**src/rtl/traffic_pkg.sv**
```systemverilog
// Shared types and defaults for the traffic phase controller: FSM states,
// duration-register select codes and the power-up interval lengths.
package traffic_pkg;

  typedef enum logic [1:0] {
    ST_ALLRED = 2'd0,
    ST_GREEN  = 2'd1,
    ST_YELLOW = 2'd2,
    ST_WALK   = 2'd3
  } state_e;

  typedef enum logic [1:0] {
    SEL_BASE = 2'd0,
    SEL_EXT  = 2'd1,
    SEL_YEL  = 2'd2,
    SEL_WALK = 2'd3
  } prog_sel_e;

  localparam int DEF_T_BASE = 6;
  localparam int DEF_T_EXT  = 3;
  localparam int DEF_T_YEL  = 2;
  localparam int DEF_T_WALK = 4;

  // Width of a phase index; a two-phase controller still needs one bit.
  function automatic int phase_width(input int n_ph);
    return (n_ph > 2) ? $clog2(n_ph) : 1;
  endfunction

endpackage

```
**src/rtl/traffic_interval_timer.sv**
```systemverilog
// Down-counting interval timer: loads a duration (0 treated as 1), counts
// down on Tick and flags expiry on the Tick that finds a count of 1.
module traffic_interval_timer
  import traffic_pkg::*;
#(
  parameter int TW = 8
) (
  input  logic          clk,
  input  logic          Reset_n,
  input  logic          load,
  input  logic [TW-1:0] value,
  input  logic          Tick,
  output logic [TW-1:0] count,
  output logic          expired
);

  assign expired = Tick && (count == TW'(1));

  // NOTE: sequential state uses non-blocking assignments so every flop
  // samples the pre-edge values of its inputs.
  always_ff @(posedge clk or negedge Reset_n) begin
    if (!Reset_n) begin
      count <= TW'(1);
    end else if (load) begin
      count <= (value == '0) ? TW'(1) : value;
    end else if (Tick && (count > TW'(1))) begin
      count <= count - TW'(1);
    end
  end

endmodule

```
**src/rtl/traffic_phase_ctrl.sv**
```systemverilog
// Multi-phase traffic signal controller with one-shot green extension,
// pedestrian walk service after the last phase and runtime-programmable
// interval durations.
module traffic_phase_ctrl
  import traffic_pkg::*;
#(
  parameter int  N_PH   = 2,
  parameter int  TW     = 8,
  parameter int  T_BASE = DEF_T_BASE,
  parameter int  T_EXT  = DEF_T_EXT,
  parameter int  T_YEL  = DEF_T_YEL,
  parameter int  T_WALK = DEF_T_WALK,
  localparam int PW     = phase_width(N_PH)
) (
  input  logic            clk,
  input  logic            Reset_n,
  input  logic            Tick,
  input  logic [N_PH-1:0] Sensor_Sync,
  input  logic            WR,
  input  logic            Prog_Sync,
  input  logic [1:0]      Prog_Sel,
  input  logic [TW-1:0]   Prog_Val,
  output logic [N_PH-1:0] Green,
  output logic [N_PH-1:0] Yellow,
  output logic [N_PH-1:0] Red,
  output logic            Walk,
  output logic            WR_Reset,
  output logic [PW-1:0]   Phase
);

  localparam logic [PW-1:0] LAST_PH = PW'(N_PH - 1);

  state_e          state_q, state_d;
  logic [PW-1:0]   phase_q, phase_d;
  logic            ext_q, ext_d;
  logic            pending_q, pending_d;
  logic            wr_reset_q, enter_walk;
  logic            restart_q, restart_d;

  logic            tmr_load;
  logic [TW-1:0]   tmr_value;
  logic [TW-1:0]   tmr_count;
  logic            tmr_expired;

  logic [TW-1:0]   dur_q [4];
  logic [N_PH-1:0] lamp_mask;

  // The controller only needs the expiry flag; the raw count is for observation.
  logic            unused_count;
  assign unused_count = ^tmr_count;

  // NOTE: the duration registers are reset because their power-up contents
  // (the T_* defaults) are functional, not scratch storage.
  always_ff @(posedge clk or negedge Reset_n) begin
    if (!Reset_n) begin
      dur_q[SEL_BASE] <= TW'(T_BASE);
      dur_q[SEL_EXT]  <= TW'(T_EXT);
      dur_q[SEL_YEL]  <= TW'(T_YEL);
      dur_q[SEL_WALK] <= TW'(T_WALK);
    end else if (Prog_Sync) begin
      dur_q[Prog_Sel] <= Prog_Val;
    end
  end

  traffic_interval_timer #(.TW(TW)) u_timer (
    .clk     (clk),
    .Reset_n (Reset_n),
    .load    (tmr_load),
    .value   (tmr_value),
    .Tick    (Tick),
    .count   (tmr_count),
    .expired (tmr_expired)
  );

  always_ff @(posedge clk or negedge Reset_n) begin
    if (!Reset_n) begin
      state_q    <= ST_ALLRED;
      phase_q    <= '0;
      ext_q      <= 1'b0;
      pending_q  <= 1'b0;
      wr_reset_q <= 1'b0;
      restart_q  <= 1'b1;
    end else begin
      state_q    <= state_d;
      phase_q    <= phase_d;
      ext_q      <= ext_d;
      pending_q  <= pending_d;
      wr_reset_q <= enter_walk;
      restart_q  <= restart_d;
    end
  end

  // NOTE: every signal driven here gets a default first, so no path through
  // the case tree can infer a latch.
  always_comb begin
    state_d   = state_q;
    phase_d   = phase_q;
    ext_d     = ext_q;
    restart_d = restart_q;
    tmr_load  = 1'b0;
    tmr_value = TW'(1);

    if (Prog_Sync) begin
      state_d   = ST_ALLRED;
      phase_d   = '0;
      ext_d     = 1'b0;
      restart_d = 1'b1;
      tmr_load  = 1'b1;
    end else if (tmr_expired) begin
      tmr_load = 1'b1;
      unique case (state_q)
        ST_GREEN: begin
          if (Sensor_Sync[phase_q] && !ext_q) begin
            ext_d     = 1'b1;
            tmr_value = dur_q[SEL_EXT];
          end else begin
            state_d   = ST_YELLOW;
            tmr_value = dur_q[SEL_YEL];
          end
        end
        ST_YELLOW: state_d = ST_ALLRED;
        ST_ALLRED: begin
          // After a reset or programming restart, the first green is phase 0
          // itself rather than the phase after it.
          restart_d = 1'b0;
          if (!restart_q && pending_q && (phase_q == LAST_PH)) begin
            state_d   = ST_WALK;
            tmr_value = dur_q[SEL_WALK];
          end else begin
            if (!restart_q) begin
              phase_d = (phase_q == LAST_PH) ? '0 : phase_q + PW'(1);
            end
            state_d   = ST_GREEN;
            ext_d     = 1'b0;
            tmr_value = dur_q[SEL_BASE];
          end
        end
        ST_WALK: begin
          phase_d   = '0;
          state_d   = ST_GREEN;
          ext_d     = 1'b0;
          tmr_value = dur_q[SEL_BASE];
        end
        default: ;
      endcase
    end

    // A request seen during the first walk cycle is the one being served.
    enter_walk = (state_d == ST_WALK) && (state_q != ST_WALK);
    pending_d  = enter_walk ? 1'b0 : (pending_q | (WR & ~wr_reset_q));
  end

  always_comb begin
    lamp_mask = N_PH'(1) << phase_q;
    Green     = '0;
    Yellow    = '0;
    Walk      = 1'b0;
    unique case (state_q)
      ST_GREEN:  Green  = lamp_mask;
      ST_YELLOW: Yellow = lamp_mask;
      ST_WALK:   Walk   = 1'b1;
      default:   ;
    endcase
    Red      = ~(Green | Yellow);
    WR_Reset = wr_reset_q;
    Phase    = phase_q;
  end

endmodule

```
**config.mk**
```make
export PLATFORM = sky130hd
export DESIGN_NAME = traffic_phase_ctrl
export DESIGN_NICKNAME = d
export VERILOG_FILES = /design/src/rtl/traffic_pkg.sv /design/src/rtl/traffic_interval_timer.sv /design/src/rtl/traffic_phase_ctrl.sv
export SDC_FILE = /design/constraint.sdc
export NUM_CORES = 1
export LEC_CHECK = 0
export ABC_AREA = 1
export CELL_PAD_IN_SITES_DETAIL_PLACEMENT = 1
export CELL_PAD_IN_SITES_GLOBAL_PLACEMENT = 2
export CORE_MARGIN = 2
export CORE_UTILIZATION = 29
export CTS_CLUSTER_SIZE = 8
export DETAILED_ROUTE_END_ITERATION = 8
export GPL_TIMING_DRIVEN = 0
export PLACE_DENSITY_LB_ADDON = 0.05
export SETUP_SLACK_MARGIN = 0.5
export SYNTH_ARGS = -nofsm -noshare
export SYNTH_HDL_FRONTEND = slang
export SYNTH_HIERARCHICAL = 1
export SYNTH_SLANG_ARGS = --single-unit
```
**constraint.sdc**
```tcl
create_clock -name clk -period 2 [get_ports clk]
set_input_delay 0.4 -clock clk [delete_from_list [all_inputs] [get_ports clk]]
set_output_delay 0.4 -clock clk [all_outputs]
set_load 0.05 [all_outputs]
```
Word level (Yosys, flattened, before mapping)
Cells that the tools add are included.
Word-level totals
  bits in registers: 47
  input port bits: 17
  output and inout bits: 9
  logic and storage cells: 90
Operators by class
  $add $sub $neg: 2
  $lt $le $gt $ge: 4
  equality and inequality tests: 9
  shift operators: 1
  muxes and demuxes: 38
  bitwise gates (word level): 6
  reductions and logical operators: 19
Operators with widths (number)
  8-bit 2-to-1 mux: 8
  32-bit bitwise mux: 1
  8-bit one-hot mux with 3 select lines: 1
  1-bit 2-to-1 mux: 18
  8-bit demux with 2-bit select: 1
  2-bit 2-to-1 mux: 6
  3-bit != test (second input constant): 3
  8-bit by 1-bit == test with 1-bit output (second input constant): 1
  8-bit by 1-bit greater-than comparator with 1-bit output (second input constant): 1
  8-bit logical NOT: 1
  2-bit one-hot mux with 4 select lines: 1
  4-bit AND reduction: 2
  8-bit by 1-bit subtractor with 8-bit output (second input constant): 1
  1-bit logical AND: 7
  2-bit == test (second input constant): 3
  2-bit nonzero test: 3
  4-bit nonzero test: 1
  3-bit >= comparator (second input constant): 1
  3-bit by 1-bit less-than comparator with 1-bit output (second input constant): 1
  2-bit inverter with 3-bit output: 1
  1-bit one-hot mux with 3 select lines: 1
  3-bit nonzero test: 1
  2-bit by 1-bit == test with 1-bit output (second input constant): 1
  1-bit logical NOT: 2
  other kinds (12): 12

Logic depth before layout (Yosys ltp)
Gate-level depths: netlist (run 1).
  word-level depth: 10
  mapped depth: 15
  mapped depth without buffers: 13

Hierarchy
Netlist (run 1), hierarchy kept.
By module, submodules not included
  traffic_phase_ctrl: times used 1, cells an instance 263, area each 2026.9 sq um, sequential area each 984.7 sq um
  traffic_interval_timer: times used 1, cells an instance 96, area each 616.8 sq um, sequential area each 201.4 sq um

Worst setup path before layout (run 1)
No wires, ideal clock.
  path kind: reg2out
  start: register state_q[1]
  end: output port Red[1]
  arrival: 1926 ps
  required time: 1600 ps
  setup slack: -326 ps
  stages on the path, launching flop included: 7
  path buffers: 1
  cells stage by stage: dfrtp_1 > inv_1 > ha_1 > clkdlybuf4s15_1 > nand2_1 > inv_1 > nor2_1
On the way
  cells in the longest elaborated chain, start to end: 4
  elaborated cells on any way between the ends: 6
  classes of those cells: eq/ne: 2; mux: 2; bitwise: 2
Ends and longest elaborated chain
  from (decl): line traffic_phase_ctrl.sv:33  | state_e state_q, state_d;
  from (signal assigned): line traffic_phase_ctrl.sv:84  | state_q <= state_d;
  2-bit by 1-bit == test with 1-bit output: line traffic_phase_ctrl.sv:158  | unique case (state_q)
  2-bit 2-to-1 mux: line traffic_phase_ctrl.sv:158
  named net Green[1]: line traffic_phase_ctrl.sv:23  | output logic [N_PH-1:0] Green,
  2-bit bitwise OR: line traffic_phase_ctrl.sv:164  | Red = ~(Green | Yellow);
  2-bit inverter: line traffic_phase_ctrl.sv:164
  to (decl): line traffic_phase_ctrl.sv:25  | output logic [N_PH-1:0] Red,
The timed path passes the listed nets, and every way through them passes these cells.

Final worst setup path (run 1)
  start: register state_q[0]
  end: output port Red[1]
On the way
  cells in the longest elaborated chain, start to end: 4
  elaborated cells on any way between the ends: 6
  classes of those cells: eq/ne: 2; mux: 2; bitwise: 2
Ends and longest elaborated chain (line)
  2-bit by 1-bit == test with 1-bit output or 2-bit == test (tied branches): traffic_phase_ctrl.sv:158
  2-bit 2-to-1 mux: traffic_phase_ctrl.sv:158
  2-bit bitwise OR *: traffic_phase_ctrl.sv:164
  2-bit inverter *: traffic_phase_ctrl.sv:164
Mark *: on every way between the ends. The rest lies on a longest branch, timed or not.

==> flow_results.xml, run 1 <==
<?xml version="1.0" encoding="UTF-8"?>
<metrics>
  <group name="setup_path">
    <metric name="cp_common_cell" unit="">sky130_fd_sc_hd__buf_8</metric>
    <metric name="cp_slowest_cell" unit="">sky130_fd_sc_hd__dfrtp_2</metric>
    <metric name="cell_breakdown_of_the_critical_path" unit="">ha_4, buf_8, nand2_4, clkinvlp_4, nor2_4, buf_8</metric>
    <metric name="worst_setup_path_class" unit="">flop to output port</metric>
    <metric name="critical_path_arrival" unit="ns">1.53</metric>
    <metric name="top_family_by_delay_on_critical_path" unit="">flip-flops</metric>
    <metric name="worstPathMaxFanout" unit="">4</metric>
    <metric name="worst-path-buf-inv" unit="">3</metric>
    <metric name="setup.worst_path.start" unit="">state_q[0]</metric>
    <metric name="worst_setup_path_end_kind" unit="">output port</metric>
    <metric name="worstPathRequired" unit="ns">1.60</metric>
    <metric name="worstSetupStartpointType" unit="">flop</metric>
    <metric name="critical-path-max-stage-delay" unit="ns">0.48</metric>
    <metric name="r2r-start" unit="">u_timer/count[0]</metric>
  </group>
  <group name="run">
    <metric name="max-cap-violations" unit="">0</metric>
  </group>
  <group name="sta">
    <metric name="final_setup_violation_count" unit="">0</metric>
    <metric name="post-route-period-util" unit="">0.964</metric>
    <metric name="grt_setup_unrepaired" unit="">true</metric>
    <metric name="hold-worst-slack" unit="ns">0.399</metric>
    <metric name="max_clock_freq" unit="GHz">0.519</metric>
    <metric name="timing_worst_slew_pin_value" unit="ns">0.369</metric>
    <metric name="clock-skew-final" unit="ns">0.00365</metric>
    <metric name="finalHoldViolations" unit="">0</metric>
    <metric name="final-max-slew-violation-count" unit="">0</metric>
    <metric name="setup_total_negative_slack" unit="ns">0</metric>
    <metric name="time_the_worst_path_needs_with_i_o_delays_and_setup" unit="ns">1.93</metric>
    <metric name="worst_slew_margin_rel" unit="">0.754</metric>
  </group>
  <group name="worst_hold_path">
    <metric name="hold_path.startpoint" unit="">Prog_Sync</metric>
    <metric name="worst_hold_path_type" unit="">input pin to flop</metric>
  </group>
  <group name="clock_tree">
    <metric name="cts_made_buffers" unit="">5</metric>
    <metric name="cts_htree_levels" unit="">2</metric>
    <metric name="worstSkewPairLatency" unit="ns">0.31</metric>
    <metric name="worst_setup_hold_path_clk_slew" unit="ns">0.09</metric>
    <metric name="clock_tree.buffer_depth" unit="">2</metric>
    <metric name="tritoncts" unit="">done</metric>
    <metric name="ctsRootBufferMaster" unit="">sky130_fd_sc_hd__clkbuf_8</metric>
    <metric name="tritoncts_num_sinks" unit="">47</metric>
  </group>
  <group name="cells_and_area">
    <metric name="drive_above_1_share" unit="">0.324</metric>
    <metric name="areaGrowthSynthToFinish" unit="%">42.8</metric>
    <metric name="ant_diodes" unit="">0</metric>
    <metric name="finish.utilization" unit="">0.431</metric>
    <metric name="design.final.nets" unit="">443</metric>
    <metric name="final_cell_area" unit="sq um">3780</metric>
  </group>
  <group name="grt">
    <metric name="grt_use_total" unit="">0.174</metric>
    <metric name="first_global_vias" unit="">2711</metric>
    <metric name="grt_antenna_before_repair" unit="">0</metric>
    <metric name="grt-busiest-layer" unit="">met2</metric>
    <metric name="globalRouteMet1Util" unit="">0.214</metric>
    <metric name="global_route.overflow_total" unit="">0</metric>
    <metric name="grt_max_degree" unit="">34</metric>
    <metric name="grt_use_met2" unit="">0.320</metric>
    <metric name="global_route.usage.met3" unit="">0.0267</metric>
    <metric name="grt_first_pass_wirelength" unit="microns">13600</metric>
  </group>
  <group name="drt">
    <metric name="drc" unit="">0</metric>
    <metric name="routedWlPerCell" unit="microns">15.1</metric>
    <metric name="detail_route.vias_per_cell" unit="">4.68</metric>
    <metric name="dr_total_vias" unit="">2471</metric>
    <metric name="totalWireLength" unit="microns">7950</metric>
    <metric name="detailedRoute.firstIterationViolations" unit="">67</metric>
    <metric name="drt_pre_antenna_iters" unit="">5</metric>
    <metric name="ant_nets" unit="">0</metric>
  </group>
  <group name="die">
    <metric name="floorplan.die.height" unit="microns">99.5</metric>
    <metric name="core_region_area" unit="sq um">8760</metric>
    <metric name="initial_core_util" unit="">0.302</metric>
    <metric name="io-pin-count" unit="">26</metric>
    <metric name="die-area" unit="sq um">9900</metric>
    <metric name="core.rowCount" unit="">34</metric>
    <metric name="die_width" unit="microns">99.5</metric>
  </group>
  <group name="pwr">
    <metric name="power.share.combinational" unit="">0.563</metric>
    <metric name="leakage" unit="nW">1.75</metric>
    <metric name="vdd.ir_drop.worst" unit="mV">0.337</metric>
    <metric name="power.share.sequential" unit="">0.282</metric>
    <metric name="power_switching" unit="W">0.00212</metric>
    <metric name="switching_share" unit="">0.437</metric>
    <metric name="power.internal" unit="W">0.00274</metric>
    <metric name="fin_total_pwr" unit="W">0.00487</metric>
    <metric name="power_density" unit="nW/um^2">1290</metric>
    <metric name="power.share.clock" unit="">0.154</metric>
  </group>
  <group name="synthesis">
    <metric name="yosysWarningCount" unit="">6</metric>
    <metric name="synthDistinctLibCells" unit="">32</metric>
    <metric name="synth.cell_area" unit="sq um">2640</metric>
    <metric name="synth-seq-cells" unit="">47</metric>
    <metric name="synthCells" unit="">359</metric>
    <metric name="synthesis.nets" unit="">383</metric>
    <metric name="sequential_cell_area_fraction_in_the_yosys_report" unit="">0.449</metric>
    <metric name="synth.avg_cell_area" unit="sq um">7.36</metric>
  </group>
  <group name="place">
    <metric name="portBuffers" unit="">24</metric>
    <metric name="gp_routability_congestion" unit="">0.747</metric>
    <metric name="dp_hpwl" unit="microns">5430</metric>
    <metric name="standard_cell_area_after_detailed_placement" unit="sq um">3090</metric>
  </group>
  <group name="run_status">
    <metric name="run_status" unit="">complete, no violations</metric>
  </group>
</metrics>
state kept, by name (all words and copies together), names as in the netlist:
signal	cells
dur_q	32
u_timer/count	8
state_q	2
Phase	1
WR_Reset	1
ext_q	1
pending_q	1
restart_q	1
routing by layer:
| metal | part of all wire | wire length [microns] |
|---|---|---|
| met5 | 0 | 0 |
| met4 | 0.0089 | 71 |
| met3 | 0.021 | 169 |
| met2 | 0.51 | 4040 |
| met1 | 0.46 | 3670 |
metrics by stage:
stage                     setup slack (ns)  instances
after global routing               -0.0684        528
after CTS                           0.0923        520
final                               0.0716        528
after floorplan                      0.191        359
after detailed placement            -0.373        492
after global placement               -1.17        491
logic make-up (layout without fill, tap and decap cells):
group | count (synthesis) | count (layout) | share of synthesized area
buffers and inverters | 53 | 114 | 0.0875
flip-flops | 47 | 47 | 0.449
AO/OA/AOI/OAI | 57 | 57 | 0.118
AND/OR/NAND/NOR | 194 | 194 | 0.310
XOR/XNOR | 1 | 1 | 0.00331
adder cells (fa/ha/maj) | 7 | 7 | 0.0331
final timing paths:
kind / endpoint / slack, ns / depth (start not counted)
worst max-delay path: Red[1] / 0.07 / 6
worst min-delay path: state_q[0] / 0.40 / 2
min in group asynchronous: dur_q[27] / 0.53 / 2
worst min register to register: dur_q[17] / 0.48 / 2
worst max register to register: pending_q / 0.09 / 12
max in group asynchronous: u_timer/count[0] / 0.89 / 3
cell usage after synthesis:
master / count / area share
sky130_fd_sc_hd__nor2_4: 1 / 0.0043
sky130_fd_sc_hd__clkbuf_1: 6 / 0.0085
sky130_fd_sc_hd__ha_1: 7 / 0.033
sky130_fd_sc_hd__nand2_4: 2 / 0.0085
sky130_fd_sc_hd__nand3_1: 26 / 0.049
sky130_fd_sc_hd__o21ai_1: 4 / 0.0076
sky130_fd_sc_hd__nand2_1: 99 / 0.14
sky130_fd_sc_hd__a31oi_1: 1 / 0.0024
sky130_fd_sc_hd__a21oi_1: 2 / 0.0038
sky130_fd_sc_hd__nor3_1: 3 / 0.0057
sky130_fd_sc_hd__nor2_2: 3 / 0.0071
sky130_fd_sc_hd__nand3_2: 1 / 0.0038
sky130_fd_sc_hd__buf_4: 1 / 0.0028
sky130_fd_sc_hd__o22ai_2: 1 / 0.0047
sky130_fd_sc_hd__clkdlybuf4s15_1: 1 / 0.0038
sky130_fd_sc_hd__o21bai_4: 1 / 0.0071
sky130_fd_sc_hd__o22ai_1: 1 / 0.0024
sky130_fd_sc_hd__clkinv_1: 1 / 0.0014
sky130_fd_sc_hd__o21ai_0: 46 / 0.087
sky130_fd_sc_hd__nand3b_1: 2 / 0.0057
sky130_fd_sc_hd__or2_0: 1 / 0.0024
sky130_fd_sc_hd__nand2_2: 1 / 0.0024
sky130_fd_sc_hd__nand4_1: 1 / 0.0024
sky130_fd_sc_hd__dfstp_2: 8 / 0.080
sky130_fd_sc_hd__xnor2_1: 1 / 0.0033
sky130_fd_sc_hd__dfrtp_1: 39 / 0.37
sky130_fd_sc_hd__buf_6: 3 / 0.013
sky130_fd_sc_hd__inv_2: 4 / 0.0057
sky130_fd_sc_hd__nor2_1: 53 / 0.075
sky130_fd_sc_hd__inv_1: 37 / 0.053
sky130_fd_sc_hd__or2_1: 1 / 0.0024
sky130_fd_sc_hd__o211ai_1: 1 / 0.0028
power by group through the flow:
stage	combinational, W	clock [W]	sequential, W
2_1_floorplan	0.00138	0	0.00137
3_3_place_gp	0.00191	0	0.00139
3_5_place_dp	0.00193	0	0.00139
4_1_cts	0.00247	0.000777	0.00136
5_1_grt	0.00305	0.000807	0.00141
6_report	0.00274	0.000752	0.00137
area by class of cell:
cell class	instances	area [sq um]
Timing Repair Buffer	53	534
Clock buffer	6	82.6
Inverter	42	180
Fill cell	1068	4990
Sequential cell	47	1190
Tap cell	108	135
Buffer	11	108
Clock inverter	2	35.0
Multi-Input combinational cell	259	1510
worst register-to-register path, stage by stage, from the launching register on:
cell and delay, ns:
sky130_fd_sc_hd__dfstp_2 0.57, sky130_fd_sc_hd__ha_4 0.14, sky130_fd_sc_hd__nand2_4 0.05, sky130_fd_sc_hd__nor3_4 0.18, sky130_fd_sc_hd__inv_2 0.09, sky130_fd_sc_hd__buf_6 0.13
sky130_fd_sc_hd__nor2_4 0.09, sky130_fd_sc_hd__inv_2 0.05, sky130_fd_sc_hd__or2_0 0.20, sky130_fd_sc_hd__nand2_1 0.09, sky130_fd_sc_hd__inv_2 0.05, sky130_fd_sc_hd__nor2_2 0.11
sky130_fd_sc_hd__nor2_1 0.04
placed cells by master, fill, tap and decap left out, types with 3 or more instances in the layout:
master,n
sky130_fd_sc_hd__nand2_1,93
sky130_fd_sc_hd__nor2_1,38
sky130_fd_sc_hd__o21ai_0,37
sky130_fd_sc_hd__dfrtp_1,35
sky130_fd_sc_hd__inv_1,23
sky130_fd_sc_hd__nand3_1,22
sky130_fd_sc_hd__buf_4,21
sky130_fd_sc_hd__buf_6,15
sky130_fd_sc_hd__clkdlybuf4s50_1,12
sky130_fd_sc_hd__nor2_4,10
sky130_fd_sc_hd__inv_2,10
sky130_fd_sc_hd__o21ai_1,10
sky130_fd_sc_hd__nor2_2,9
sky130_fd_sc_hd__dfstp_2,8
sky130_fd_sc_hd__clkbuf_8,7
sky130_fd_sc_hd__inv_4,6
sky130_fd_sc_hd__buf_8,6
sky130_fd_sc_hd__nand2_2,5
sky130_fd_sc_hd__ha_4,5
sky130_fd_sc_hd__dfrtp_2,4
sky130_fd_sc_hd__nand2_4,4
sky130_fd_sc_hd__nand3_2,3
what timing repair did:
action	in CTS	in global routing
hold endpoints to repair	5	0
setup endpoints to repair	56	52
pin swaps	20	18
setup buffers	19	8
resized for setup	107	63
hold buffers	1	0
Note: power is estimated with default switching activity, not from simulation.
==> run 2, diff against run 1 <==
==> constraint.sdc (replaced) <==
create_clock -name clk -period 2 [get_ports clk]
set_input_delay 0.2 -clock clk [delete_from_list [all_inputs] [get_ports clk]]
set_output_delay 0.2 -clock clk [all_outputs]
set_load 0.05 [all_outputs]
==> run 2 against run 1 <==
Effect of this change:
- setup slack improved by 0.019 ns
- clock skew barely moved
- clock-buffer cell count did not move
- cell count rose by 1.1%
- register-to-register slack barely moved
- cell area rose by 4.3%
- wire length rose by 8.2%
- sequential cell count did not move
- hold slack got worse by 0.22 ns
- combinational power rose by 15%
- critical path type is now flop to flop
- highest routed layer unchanged
==> flow_results.xml, run 2 (synthesis gave the netlist of run 1 again) <==
<?xml version="1.0" encoding="UTF-8"?>
<metrics>
  <group name="run_status">
    <metric name="run_status" unit="">complete, no violations</metric>
  </group>
  <group name="sta">
    <metric name="timing_worst_slew_pin_value" unit="ns">0.489</metric>
    <metric name="grt_setup_unrepaired" unit="">true</metric>
    <metric name="max_clock_freq" unit="GHz">0.524</metric>
    <metric name="worst_slew_margin_rel" unit="">0.675</metric>
    <metric name="final_setup_violation_count" unit="">0</metric>
    <metric name="clock-skew-final" unit="ns">0.00374</metric>
    <metric name="final-max-slew-violation-count" unit="">0</metric>
    <metric name="finalHoldViolations" unit="">0</metric>
    <metric name="post-route-period-util" unit="">0.955</metric>
    <metric name="time_the_worst_path_needs_with_i_o_delays_and_setup" unit="ns">1.91</metric>
  </group>
  <group name="grt">
    <metric name="first_global_vias" unit="">2747</metric>
    <metric name="global_route.overflow_total" unit="">0</metric>
    <metric name="grt_first_pass_wirelength" unit="microns">14400</metric>
    <metric name="grt_antenna_before_repair" unit="">0</metric>
    <metric name="grt_use_total" unit="">0.188</metric>
    <metric name="grt_max_degree" unit="">35</metric>
  </group>
  <group name="pwr">
    <metric name="power_density" unit="nW/um^2">1360</metric>
    <metric name="power_switching" unit="W">0.00228</metric>
    <metric name="power.share.sequential" unit="">0.257</metric>
    <metric name="power.internal" unit="W">0.00309</metric>
    <metric name="power.share.combinational" unit="">0.584</metric>
    <metric name="power.share.clock" unit="">0.158</metric>
    <metric name="vdd.ir_drop.worst" unit="mV">0.425</metric>
    <metric name="leakage" unit="nW">1.84</metric>
    <metric name="switching_share" unit="">0.425</metric>
  </group>
  <group name="clock_tree">
    <metric name="cts_htree_levels" unit="">2</metric>
    <metric name="ctsRootBufferMaster" unit="">sky130_fd_sc_hd__clkbuf_8</metric>
    <metric name="tritoncts_num_sinks" unit="">47</metric>
    <metric name="clock_tree.buffer_depth" unit="">2</metric>
    <metric name="cts_made_buffers" unit="">5</metric>
    <metric name="worst_setup_hold_path_clk_slew" unit="ns">0.10</metric>
    <metric name="tritoncts" unit="">done</metric>
    <metric name="worstSkewPairLatency" unit="ns">0.30</metric>
  </group>
  <group name="die">
    <metric name="die-area" unit="sq um">9900</metric>
    <metric name="core_region_area" unit="sq um">8760</metric>
    <metric name="initial_core_util" unit="">0.302</metric>
    <metric name="io-pin-count" unit="">26</metric>
    <metric name="core.rowCount" unit="">34</metric>
    <metric name="die_width" unit="microns">99.5</metric>
    <metric name="floorplan.die.height" unit="microns">99.5</metric>
  </group>
  <group name="drt">
    <metric name="drc" unit="">0</metric>
    <metric name="detailedRoute.firstIterationViolations" unit="">68</metric>
    <metric name="totalWireLength" unit="microns">8600</metric>
    <metric name="ant_nets" unit="">0</metric>
    <metric name="detail_route.vias_per_cell" unit="">4.73</metric>
    <metric name="routedWlPerCell" unit="microns">16.1</metric>
    <metric name="drt_pre_antenna_iters" unit="">6</metric>
    <metric name="dr_total_vias" unit="">2526</metric>
  </group>
  <group name="setup_path">
    <metric name="worst_setup_path_end_kind" unit="">flop</metric>
    <metric name="worstSetupStartpointType" unit="">flop</metric>
    <metric name="critical_path_arrival" unit="ns">2.15</metric>
    <metric name="worst_setup_path_class" unit="">flop to flop</metric>
    <metric name="worstPathRequired" unit="ns">2.24</metric>
    <metric name="worstPathMaxFanout" unit="">8</metric>
  </group>
  <group name="place">
    <metric name="portBuffers" unit="">24</metric>
    <metric name="gp_routability_congestion" unit="">0.762</metric>
    <metric name="standard_cell_area_after_detailed_placement" unit="sq um">3070</metric>
    <metric name="dp_hpwl" unit="microns">5530</metric>
  </group>
  <group name="cells_and_area">
    <metric name="finish.utilization" unit="">0.449</metric>
    <metric name="ant_diodes" unit="">0</metric>
    <metric name="largest_register" unit="">dur_q</metric>
    <metric name="final_cell_area" unit="sq um">3940</metric>
    <metric name="final_cell_mix" unit="">sky130_fd_sc_hd__nand2_1, sky130_fd_sc_hd__o21ai_0, sky130_fd_sc_hd__dfrtp_1, sky130_fd_sc_hd__nor2_1, sky130_fd_sc_hd__inv_1</metric>
    <metric name="top_regs" unit="">dur_q (32), u_timer/count (8), state_q (2)</metric>
    <metric name="areaGrowthSynthToFinish" unit="%">48.9</metric>
    <metric name="layout.cells.most_common" unit="">sky130_fd_sc_hd__nand2_1</metric>
    <metric name="drive_above_1_share" unit="">0.338</metric>
    <metric name="flip_flop_count_of_the_largest_register_all_copies_and_words_added" unit="">32</metric>
    <metric name="design.final.nets" unit="">449</metric>
  </group>
  <group name="run">
    <metric name="max-cap-violations" unit="">0</metric>
  </group>
  <group name="worst_hold_path">
    <metric name="worst_hold_path_type" unit="">input pin to flop</metric>
  </group>
</metrics>
## run 2: stage by stage
| stage | total power [W] | setup TNS, ns | std cells | setup WS [ns] | hold WS (ns) |
|---|---|---|---|---|---|
| floorplan | 0.00271 | 0 | 359 | 0.191 | -0.0956 |
| global placement | 0.00328 | -36.25 | 491 | -0.996 | 0.452 |
| detailed placement | 0.00331 | -2.69 | 492 | -0.496 | 0.137 |
| CTS | 0.00501 | 0 | 524 | 0.0697 | 0.158 |
| global route | 0.00577 | -0.0875 | 534 | -0.0621 | 0.189 |
| finish | 0.00537 | 0 | 534 | 0.0909 | 0.182 |
## run 2: critical path: stages (launching register included)
cell and delay [ns]:
sky130_fd_sc_hd__dfstp_2 0.57, sky130_fd_sc_hd__ha_4 0.15, sky130_fd_sc_hd__nand2_4 0.05, sky130_fd_sc_hd__nor3_4 0.21, sky130_fd_sc_hd__inv_2 0.08, sky130_fd_sc_hd__nor3_4 0.16, sky130_fd_sc_hd__inv_4 0.10, sky130_fd_sc_hd__a21oi_2 0.11
sky130_fd_sc_hd__o211ai_1 0.10, sky130_fd_sc_hd__nor2_1 0.11, sky130_fd_sc_hd__nand2_1 0.07, sky130_fd_sc_hd__nand3_1 0.08, sky130_fd_sc_hd__nand2_1 0.05
## run 2: worst paths after layout
| path | startpoint | slack [ns] | endpoint | depth (start not counted) |
|---|---|---|---|---|
| worst max-delay path | u_timer/count[0] | 0.09 | u_timer/count[0] | 12 |
| worst max register to register | u_timer/count[0] | 0.09 | u_timer/count[0] | 12 |
| min in group asynchronous | Reset_n | 0.34 | dur_q[0] | 2 |
| worst min register to register | dur_q[0] | 0.49 | dur_q[0] | 2 |
| worst min-delay path | Prog_Sync | 0.18 | state_q[0] | 2 |
| max in group asynchronous | Reset_n | 1.07 | u_timer/count[0] | 3 |
## run 2: layer usage
| metal | track usage | wire (microns) | vias to the layer above |
|---|---|---|---|
| li1 | - | - | 1264 |
| met1 | 0.242 | 3890 | 1232 |
| met2 | 0.339 | 4470 | 23 |
| met3 | 0.0239 | 163 | 7 |
| met4 | 0.0348 | 70 | 0 |
| met5 | 0 | 0 | - |
## run 2: power groups by stage
stage | sequential [W] | combinational [W] | clock [W]
finish | 0.00138 | 0.00314 | 0.000850
global route | 0.00142 | 0.00344 | 0.000903
CTS | 0.00138 | 0.00276 | 0.000871
detailed placement | 0.00139 | 0.00192 | 0
global placement | 0.00138 | 0.00190 | 0
floorplan | 0.00137 | 0.00135 | 0
## run 2: what timing repair did
item,4_1_cts,5_1_grt
pin swaps,26,25
buffers inserted,21,9
gates cloned,2,1
setup endpoints to repair,35,33
hold buffers,1,0
resized for setup,141,46
hold endpoints to repair,10,0
## run 2: final cells by class
type	instances	area (sq um)
clock buffers	6	72.6
clock inverters	2	60.1
inverters	42	190
repair buffers	59	649
multi-input cells	259	1530
well taps	108	135
fillers	1056	4830
plain buffers	11	111
flip-flops and latches	47	1190
==> run 3, diff against run 2 <==
--- a/config.mk
+++ b/config.mk
@@ -8,7 +8,7 @@
 export ABC_AREA = 1
 export CELL_PAD_IN_SITES_DETAIL_PLACEMENT = 1
 export CELL_PAD_IN_SITES_GLOBAL_PLACEMENT = 2
-export CORE_MARGIN = 2
+export CORE_MARGIN = 3
 export CORE_UTILIZATION = 29
 export CTS_CLUSTER_SIZE = 8
 export DETAILED_ROUTE_END_ITERATION = 8
==> run 3 against run 2 <==
Effect of this change:
- sequential power hardly changed
- die area up 4.1%
- maximum frequency up 0.30%
- first-iteration DRC count shrank 21%
- total power fell by 5.6%
- wire length is 1.9% lower
- clock power decreased by 25%
- hold slack worse by 0.036 ns
- register-to-register slack about the same
- clock skew up 0.0049 ns
- setup slack gained 0.0058 ns
- critical endpoint unchanged
- largest cell class unchanged
==> flow_results.xml, run 3 (synthesis gave the netlist of run 1 again) <==
<?xml version="1.0" encoding="UTF-8"?>
<metrics>
  <group name="grt">
    <metric name="grt_max_degree" unit="">39</metric>
    <metric name="grt_antenna_before_repair" unit="">0</metric>
    <metric name="grt_first_pass_wirelength" unit="microns">13600</metric>
    <metric name="first_global_vias" unit="">2505</metric>
    <metric name="global_route.overflow_total" unit="">0</metric>
    <metric name="grt_use_total" unit="">0.171</metric>
  </group>
  <group name="sta">
    <metric name="final_setup_violation_count" unit="">0</metric>
    <metric name="finalHoldViolations" unit="">0</metric>
    <metric name="time_the_worst_path_needs_with_i_o_delays_and_setup" unit="ns">1.90</metric>
    <metric name="max_clock_freq" unit="GHz">0.525</metric>
    <metric name="hold-worst-slack" unit="ns">0.145</metric>
    <metric name="timing_worst_slew_pin_value" unit="ns">0.483</metric>
    <metric name="final-max-slew-violation-count" unit="">0</metric>
    <metric name="worst_slew_margin_rel" unit="">0.679</metric>
    <metric name="clock-skew-final" unit="ns">0.00859</metric>
    <metric name="post-route-period-util" unit="">0.952</metric>
    <metric name="grt_setup_unrepaired" unit="">true</metric>
  </group>
  <group name="setup_path">
    <metric name="cell_breakdown_of_the_critical_path" unit="">ha_4, nand2_4, nor3_4, inv_2, nor3_4, inv_4, a21oi_2, o211ai_1, nor2_1, nand2_1, nand3_1, nand2_1</metric>
    <metric name="cp_slowest_cell" unit="">sky130_fd_sc_hd__dfstp_2</metric>
    <metric name="worstPathRequired" unit="ns">2.25</metric>
    <metric name="worstSetupStartpointType" unit="">flop</metric>
    <metric name="top_family_by_delay_on_critical_path" unit="">simple AND/OR/NAND/NOR gates</metric>
    <metric name="critical-path-max-stage-delay" unit="ns">0.57</metric>
    <metric name="critical_path_arrival" unit="ns">2.15</metric>
    <metric name="worst-path-buf-inv" unit="">2</metric>
    <metric name="worstPathMaxFanout" unit="">8</metric>
    <metric name="worst_setup_path_class" unit="">flop to flop</metric>
    <metric name="worst_setup_path_end_kind" unit="">flop</metric>
  </group>
  <group name="worst_hold_path">
    <metric name="worst_hold_path_type" unit="">input pin to flop</metric>
  </group>
  <group name="die">
    <metric name="core.rowCount" unit="">34</metric>
    <metric name="floorplan.die.height" unit="microns">101</metric>
    <metric name="die-area" unit="sq um">10300</metric>
    <metric name="initial_core_util" unit="">0.300</metric>
    <metric name="core_region_area" unit="sq um">8810</metric>
    <metric name="die_width" unit="microns">101</metric>
    <metric name="io-pin-count" unit="">26</metric>
  </group>
  <group name="drt">
    <metric name="detailedRoute.firstIterationViolations" unit="">54</metric>
    <metric name="drc" unit="">0</metric>
    <metric name="dr_total_vias" unit="">2511</metric>
    <metric name="drt_pre_antenna_iters" unit="">4</metric>
    <metric name="routedWlPerCell" unit="microns">15.9</metric>
    <metric name="ant_nets" unit="">0</metric>
    <metric name="detail_route.vias_per_cell" unit="">4.74</metric>
    <metric name="totalWireLength" unit="microns">8430</metric>
  </group>
  <group name="clock_tree">
    <metric name="cts_htree_levels" unit="">2</metric>
    <metric name="clock_tree.buffer_depth" unit="">2</metric>
    <metric name="tritoncts_num_sinks" unit="">47</metric>
    <metric name="tritoncts" unit="">done</metric>
    <metric name="worstSkewPairLatency" unit="ns">0.31</metric>
    <metric name="worst_setup_hold_path_clk_slew" unit="ns">0.10</metric>
    <metric name="cts_made_buffers" unit="">5</metric>
    <metric name="ctsRootBufferMaster" unit="">sky130_fd_sc_hd__clkbuf_8</metric>
  </group>
  <group name="cells_and_area">
    <metric name="flip_flop_count_of_the_largest_register_all_copies_and_words_added" unit="">32</metric>
    <metric name="layout.cells.most_common" unit="">sky130_fd_sc_hd__nand2_1</metric>
    <metric name="finish.utilization" unit="">0.437</metric>
    <metric name="multiInputGateArea" unit="sq um">1510</metric>
    <metric name="areaGrowthSynthToFinish" unit="%">45.4</metric>
    <metric name="final_cell_mix" unit="">sky130_fd_sc_hd__nand2_1, sky130_fd_sc_hd__o21ai_0, sky130_fd_sc_hd__nor2_1</metric>
    <metric name="drive_above_1_share" unit="">0.332</metric>
    <metric name="top_regs" unit="">dur_q (32), u_timer/count (8), state_q (2)</metric>
    <metric name="final-seq-area" unit="sq um">1190</metric>
    <metric name="nFillCells" unit="">1051</metric>
    <metric name="design.final.nets" unit="">445</metric>
    <metric name="ant_diodes" unit="">0</metric>
    <metric name="largest_register" unit="">dur_q</metric>
  </group>
  <group name="pwr">
    <metric name="fin_total_pwr" unit="W">0.00507</metric>
    <metric name="leakage" unit="nW">1.81</metric>
    <metric name="vdd.ir_drop.worst" unit="mV">0.393</metric>
    <metric name="power_density" unit="nW/um^2">1320</metric>
  </group>
  <group name="place">
    <metric name="portBuffers" unit="">24</metric>
    <metric name="gp_routability_congestion" unit="">0.749</metric>
    <metric name="dp_hpwl" unit="microns">5570</metric>
  </group>
  <group name="run">
    <metric name="max-cap-violations" unit="">0</metric>
  </group>
  <group name="run_status">
    <metric name="run_status" unit="">complete, no violations</metric>
  </group>
</metrics>
## run 3: stage by stage
step / setup WS [ns] / instance area (sq um) / TNS [ns] / instances
2_1_floorplan: 0.191 / 2680 / 0 / 359
3_3_place_gp: -0.993 / 3050 / -36.28 / 491
3_5_place_dp: -0.483 / 3070 / -2.58 / 492
4_1_cts: 0.0950 / 3540 / 0 / 519
5_1_grt: -0.0284 / 3840 / -0.0467 / 530
6_report: 0.0967 / 3840 / 0 / 530
## run 3: layout make-up
class	instances	area share
multi-input combinational	259	0.392
sequential	47	0.309
timing repair buffer	55	0.163
inverter	42	0.0488
tap	108	0.0351
buffer	11	0.0277
clock buffer	5	0.0179
clock inverter	3	0.00586
## run 3: worst paths after layout
path / start / endpoint / slack, ns / depth (start not counted)
worst max-delay path: u_timer/count[0] / u_timer/count[0] / 0.1 / 12
worst min-delay path: Prog_Sync / state_q[0] / 0.15 / 2
worst max register to register: u_timer/count[0] / u_timer/count[0] / 0.1 / 12
worst min register to register: dur_q[18] / dur_q[18] / 0.49 / 2
max in group asynchronous: Reset_n / u_timer/count[0] / 1.14 / 3
min in group asynchronous: Reset_n / pending_q / 0.29 / 2
## run 3: per-layer routing
metal | up-vias | routed length, microns | GRT usage
met1 | 1212 | 3920 | 0.233
met5 | - | 0 | 0
met2 | 27 | 4290 | 0.289
li1 | 1266 | - | -
met3 | 6 | 160 | 0.0255
met4 | 0 | 60 | 0.0358
## run 3: power breakdown
group          switching (W)  internal (W)  leakage, nW
Sequential          0.000180       0.00119        0.574
Combinational        0.00170       0.00136         1.18
Clock               0.000382      0.000254       0.0489
## run 3: repair_timing
item                                    4_1_cts  5_1_grt
hold buffers                                  1        0
gates resized for setup                     114       62
endpoints found under the setup margin       24       46
setup buffers                                17        9
endpoints found under the hold margin         9        0
gates cloned                                  1        2
pin swaps                                    28       16
